==> config.mk <==
export PLATFORM = sky130hd
export DESIGN_NAME = rf_wb_queue
export DESIGN_NICKNAME = d
export VERILOG_FILES = /design/src/rtl/rf_wb_queue.sv
export SDC_FILE = /design/constraint.sdc
export NUM_CORES = 1
export LEC_CHECK = 0
export CAP_MARGIN = 25
export CORE_AREA = 2 2 134 149
export DETAILED_ROUTE_END_ITERATION = 7
export DIE_AREA = 0 0 136 151
export GPL_TIMING_DRIVEN = 0
export PLACE_DENSITY = 0.88
export SLEW_MARGIN = 40
export SYNTH_ARGS = -nofsm -noshare
export SYNTH_HDL_FRONTEND = slang
export SYNTH_SLANG_ARGS = --single-unit
==> constraint.sdc <==
create_clock -name clk -period 5.07 [get_ports clk]
set_input_delay 0.7605 -clock clk [delete_from_list [all_inputs] [get_ports clk]]
set_output_delay 0.7605 -clock clk [all_outputs]
set_load 0.05 [all_outputs]
==> src/rtl/rf_wb_queue.sv <==
// rf_wb_queue: in-order writeback queue from the ALU and load unit to the register file write port.
// Latency: a write accepted at edge N into an empty queue drives WE/A3/WD3 from edge N+1.
// Backpressure: ready depends on current occupancy only, and the load wins the last free slot. Requests with rd==0 are always ready and dropped.
// Optional macro WB_FWD_EN: when defined, chk_data forwards the youngest queued data for chk_addr. Otherwise chk_data is 0.
module rf_wb_queue #(
    parameter int DEPTH = 4,
    parameter int AW    = 5,
    parameter int DW    = 32,
    localparam int CW   = $clog2(DEPTH + 1),
    localparam int PW   = $clog2(DEPTH)
) (
    input  logic          clk,
    input  logic          rst,
    input  logic          alu_valid,
    output logic          alu_ready,
    input  logic [AW-1:0] alu_rd,
    input  logic [DW-1:0] alu_data,
    input  logic          mem_valid,
    output logic          mem_ready,
    input  logic [AW-1:0] mem_rd,
    input  logic [DW-1:0] mem_data,
    output logic          WE,
    output logic [AW-1:0] A3,
    output logic [DW-1:0] WD3,
    input  logic [AW-1:0] chk_addr,
    output logic          chk_pending,
    output logic [DW-1:0] chk_data,
    output logic [CW-1:0] count,
    output logic          full,
    output logic          empty
);

    logic [AW-1:0]    rd_q   [DEPTH];
    logic [DW-1:0]    data_q [DEPTH];
    logic [PW-1:0]    head;
    logic [PW-1:0]    tail;
    logic [PW-1:0]    alu_slot;
    logic [CW-1:0]    free;
    logic             mem_eff;
    logic             alu_eff;
    logic             mem_enq;
    logic             alu_enq;
    logic             pop;
    logic [DEPTH-1:0] hit;

    assign free    = CW'(DEPTH) - count;
    assign mem_eff = mem_valid & (mem_rd != '0);
    assign alu_eff = alu_valid & (alu_rd != '0);

    // The load gets the last slot; the ALU needs two free, or one free with no competing load.
    assign mem_ready = (free >= CW'(1)) | (mem_rd == '0);
    assign alu_ready = (free >= CW'(2)) | ((free == CW'(1)) & ~mem_eff) | (alu_rd == '0);

    assign mem_enq  = mem_eff & mem_ready;
    assign alu_enq  = alu_eff & alu_ready;
    assign pop      = (count != '0);
    assign alu_slot = tail + PW'(mem_enq);
    assign full     = (count == CW'(DEPTH));
    assign empty    = (count == '0);

    // Pointer and occupancy bookkeeping; a reset discards everything still queued.
    always_ff @(posedge clk or posedge rst) begin
        if (rst) begin
            head  <= '0;
            tail  <= '0;
            count <= '0;
        end else begin
            head  <= head + PW'(pop);
            tail  <= tail + PW'(mem_enq) + PW'(alu_enq);
            count <= count + CW'(mem_enq) + CW'(alu_enq) - CW'(pop);
        end
    end

    // Entry storage: the load takes the tail slot first so it is older than a same-cycle ALU write.
    always_ff @(posedge clk) begin
        if (mem_enq) begin
            rd_q[tail]   <= mem_rd;
            data_q[tail] <= mem_data;
        end
        if (alu_enq) begin
            rd_q[alu_slot]   <= alu_rd;
            data_q[alu_slot] <= alu_data;
        end
    end

    // Register-file write port: present the popped head for one cycle, hold address/data otherwise.
    always_ff @(posedge clk or posedge rst) begin
        if (rst) begin
            WE  <= 1'b0;
            A3  <= '0;
            WD3 <= '0;
        end else begin
            WE <= pop;
            if (pop) begin
                A3  <= rd_q[head];
                WD3 <= data_q[head];
            end
        end
    end

    // Per-slot match over occupied entries only, indexed by age (bit 0 = oldest).
    always_comb begin
        hit = '0;
        for (int i = 0; i < DEPTH; i++) begin
            if ((CW'(i) < count) && (chk_addr != '0) && (rd_q[head + PW'(i)] == chk_addr)) begin
                hit[i] = 1'b1;
            end
        end
    end

    assign chk_pending = |hit;

`ifdef WB_FWD_EN
    // Walk oldest to youngest so the last match, the youngest write, wins.
    always_comb begin
        chk_data = '0;
        for (int i = 0; i < DEPTH; i++) begin
            if (hit[i]) begin
                chk_data = data_q[head + PW'(i)];
            end
        end
    end
`else
    assign chk_data = '0;
`endif

endmodule

; After elaboration in Yosys (flattened, before gate mapping)
; Memories as Yosys holds them, arrays and structs flattened. A register that Yosys moved wholly into a read port is not among the register bits.
; Index checks and enable logic that the tools add are counted.
[totals]
reg_bits = 13
output_inout_bits = 78
inputBits = 83
mem_count = 2
ram_bits = 148
elab_cells = 62
[classes]
bitwise_logic = 9
reduce_logical = 16
mux = 8
n_lt_le_gt_ge = 6
add_sub_neg = 10
n_eq_ne = 6
[memory_table]
columns = name, depth, width, read_ports, rd_clocked_by_memory_dff, write_ports, line_no
row1 = data_q, 4, 32, 1, 1, 2, 34  ; logic [DW-1:0] data_q [DEPTH];
row2 = rd_q, 4, 5, 4, 0, 2, 33  ; logic [AW-1:0] rd_q [DEPTH];
[ops]
columns = cell, n
row1 = $eq 5x5->1, 4
row2 = $reduce_bool 5->1, 3
row3 = $logic_not 5->1, 2
row4 = $logic_and 1x1->1, 8
row5 = $mux 1, 8
row6 = $add 2x1->2, 3
row7 = $add 3x1->3, 2
row8 = $lt 1x3->1 const A, 2
row9 = $lt 2x3->1 const A, 2
row10 = $and 1x1->1, 5
row11 = $add 2x2->2 const B, 2
row12 = $reduce_or 4->1, 1
row13 = $eq 3x1->1 const B, 1
row14 = $eq 3x3->1 const B, 1
row15 = $ge 3x1->1 const B, 1
row16 = $ge 3x2->1 const B, 1
row17 = $logic_not 3->1, 1
row18 = $or 1x1->1, 3
row19 = $reduce_bool 3->1, 1
row20 = $sub 3x1->3, 1
row21 = $sub 3x3->3 const A, 1
row22 = $add 2x1->2 const B, 1
row23 = $not 1->1, 1

; Longest topological paths before layout
[depth]
ltp_word = 9
mapped_depth = 13

; Worst setup path before layout
; Ideal clock, no wire load.
[synth_timing]
kind = reg-to-reg
startpoint = register count[0]
endpoint = memory data_q[1][0], enable pin
t_required_ns = 4.625
t_arrival_ns = 4.571
synth_period_minus_slack_ns = 5.016
n_path_buf = 0
setup_ns = 0.445
slack_ns = 0.054
stages_incl_launch_ff = 12
cell_sequence = dfrtp_1 > inv_1 > ha_1 > ha_1 > nand2b_1 > nor3_1 > or2_2 > inv_1 > ha_1 > xnor2_1 > nand2_1 > o22ai_1
[synth_lines]
columns = element, line_no
row1 = "start, declared", 28  ; output logic [CW-1:0] count,
row2 = "start signal, assigned", 70  ; count <= count + CW'(mem_enq) + CW'(alu_enq) - CW'(pop);
row3 = "end, declared", 34

==> flow_metrics.env <==
export IMPL_wl_per_cell_um=20.45
export IMPL_setup_tns_ns=0
export IMPL_peakVddDrop_uv=422.6
export IMPL_grt_overflow_total=0
export IMPL_relSlewSlack_pct=47.75
export IMPL_crit_chain="inv_1, ha_1, ha_1, nand2b_1, nor3_1, or2_2, inv_1, ha_1, xnor2_1, nor4b_2, buf_4, buf_6, or2_4"
export IMPL_synth_area_leaders="edfxtp_1, mux4_2, dfrtp_1"
export IMPL_cp_max_fo=37
export IMPL_ys_top_cells_by_count="edfxtp_1, nand2_1, mux2_2"
export IMPL_postCtsResizedCells=0
export IMPL_dp_cells=1069
export IMPL_critPathLaunchType="flip-flop"
export IMPL_critPathArrivalTime_ns=4.68
export IMPL_setup_viol=0
export IMPL_slew_violations=0
export IMPL_synth_top_area_share_pct=43.84
export IMPL_gr_usage_all_layers_pct=23.02
export IMPL_rsz0062_at_grt="false"
export IMPL_diodes=0
export IMPL_drc=0
export IMPL_p_leak_uw=0.004698
export IMPL_hp_class="reg -> reg"
export IMPL_cp_end_kind="flip-flop"
export IMPL_place_congestion=0.7936
export IMPL_nNetsFinal=937
export IMPL_detail_route_antenna_nets=0
export IMPL_core_area_um2=18970
export IMPL_fmax_ghz=0.2168
export IMPL_initial_utilization_pct=53.45
export IMPL_r2r_setup_slack_ns=0.46
export IMPL_dp_hpwl_mm=15.49
export IMPL_synth_flop_cell="edfxtp_1"
export IMPL_synth_area_per_cell_um2=15.34
export IMPL_hold_buffers=0
export IMPL_antenna_found_initial=0
export IMPL_crit_top_cell="ha_1"
export IMPL_finalClockSkew_ns=0.007215
export IMPL_root_buffer="clkbuf_16"
export IMPL_synth_area_leader_cell="edfxtp_1"
export IMPL_fin_crit_ns=4.613
export IMPL_postCtsSetupRepairBufs=0
export IMPL_critPathSlowestCell="xnor2_1"
export IMPL_grt_first_pass_wirelength_mm=34.64
export IMPL_ys_types=41
export IMPL_die_w_um=136
export IMPL_finalCritPeriodShare_pct=90.98
export IMPL_powerDensity_nw_per_um2=707.7
export IMPL_drive_gt1_share_pct=31.38
export IMPL_grt_max_degree=38
export IMPL_yosysWarningCount=0
export IMPL_std_cell_rows=53
export IMPL_required_ns=5.14
export IMPL_syn_area_um2=10140
export IMPL_cts_buffers=17
export IMPL_ys_async_sr_fraction_pct=23.32
export IMPL_tightest_slew_ns=0.7782
export IMPL_worst_setup_path_type="reg -> reg"
export IMPL_postSynthCellCount=661
export IMPL_grt_pass1_vias=6338
export IMPL_timing_hold_ws_ns=0.4729
export IMPL_die_y_um=151
export IMPL_cts_buffer_depth=2
export IMPL_ys_ff_latch=193
export IMPL_seq_area_frac_synth_pct=54.95
export IMPL_wl_mm=22.52
export IMPL_finalNonFillerCells=1101
export IMPL_via_count=6095
export IMPL_yosysMostFrequentCell="edfxtp_1"
export IMPL_io_pins=161
export IMPL_slowest_delay_ns=0.64
export IMPL_vias_per_cell=5.536
export IMPL_report_final_hold_viol_count=0
export IMPL_firstDrtPassIters=4
export IMPL_path_clk_slew_ns=0.07
export IMPL_status="finished clean"
export IMPL_synth_edf_count=148
export IMPL_clk_latency_ns=0.44
export IMPL_drv_cap=0
export IMPL_htree_levels=4
export IMPL_cts_tree="yes"
export IMPL_io_buffers=123
export IMPL_fp_dieArea_um2=20540
export IMPL_dr_first_iter_drc_count=388
export IMPL_syn_to_final_growth_pct=23.20
export IMPL_cts_sinks=193
[layout by cell type (no fill, tap or decap), types with 10 or more instances in the layout]
cell type        synthesis  layout
buf_2                   13      13
clkbuf_16                0      17
mux2_1                  41      41
clkdlybuf4s50_1          0     123
mux2_4                  20      20
conb_1                   1      32
dfrtp_1                 45      45
buf_6                   10      10
buf_4                   36      36
clkbuf_1                 9      10
nand2_1                116     116
xnor2_1                 16      16
mux2_2                  88      88
mux4_2                  51      51
ha_1                    11      11
edfxtp_1               148     148
[worst max-delay path, delay by kind of cell (launching register included)]
| kind | cells | cell delay, ns |
|---|---|---|
| xor gates and xnor gates | 1 | 0.64 |
| adders and majority gates | 3 | 0.75 |
| buffers and inverters | 4 | 0.75 |
| DFF | 1 | 0.42 |
| and+or+nand+nor | 5 | 1.66 |
[stage by stage]
step                total power, µW  utilization (%)  setup WS, ns  cell area (µm²)
finish                         8839            65.85        0.4574            12490
CTS                            8911            65.85        0.4330            12490
detailed placement             7658            63.04        0.1581            11960
global placement               7411            62.19        -1.880            11790
floorplan                      6214                -       0.05394            10250
global route                   9296            65.85        0.2185            12490
[sequential cells by signal, summed over array words and instances, names as in the netlist]
name,flops
data_q,128
WD3,32
rd_q,20
A3,5
count,3
head,2
tail,2
WE,1
[path summary, 6_finish.rpt]
path | end | startpoint | cells past startpoint
max in group asynchronous | WD3[19] | rst | 3
min in group asynchronous | WD3[3] | rst | 2
max reg2reg | rd_q[0][1] | count[0] | 13
min | WD3[27] | WD3[27] | 2
min reg2reg | WD3[27] | WD3[27] | 2
max | rd_q[0][1] | count[0] | 13
[cell families (layout without fill, tap and decap cells)]
kind of cell               Yosys count  in the layout  share of synthesized area, %
muxes                              202            202                         28.82
DFF                                193            193                         54.95
and+or+nand+nor                    138            138                         6.110
buffers and inverters               81            243                         5.233
xor gates and xnor gates            24             24                         2.074
adders and majority gates           13             13                         1.753
AOI/OAI and AO/OA                    9              9                         1.025
other                                1             32                       0.03699
[per-layer routing]
metal	track usage, %	part of all wire [%]	up-vias
met3	5.254	6.9	25
met2	40.18	52	234
li1	-	-	2776
met4	7.604	1.7	0
met1	28.37	39	3060
met5	0	0	-
[cell type report]
class / count / area, µm²
flip-flops and latches: 193 / 5570
clock buffers: 18 / 429.2
multi-input cells: 418 / 4189
plain buffers: 71 / 493.0
well taps: 247 / 309.0
inverters: 10 / 40.04
repair buffers: 130 / 1354
clock inverters: 14 / 105.1
fillers: 1357 / 6476
[where the power goes]
group	total, µW	leakage [µW]	switching (µW)	internal (µW)
Sequential	3010	0.00191	303	2700
Clock	1240	0.000253	609	633
Combinational	4590	0.00254	2610	1990
Power figures use the tool's default switching activity.
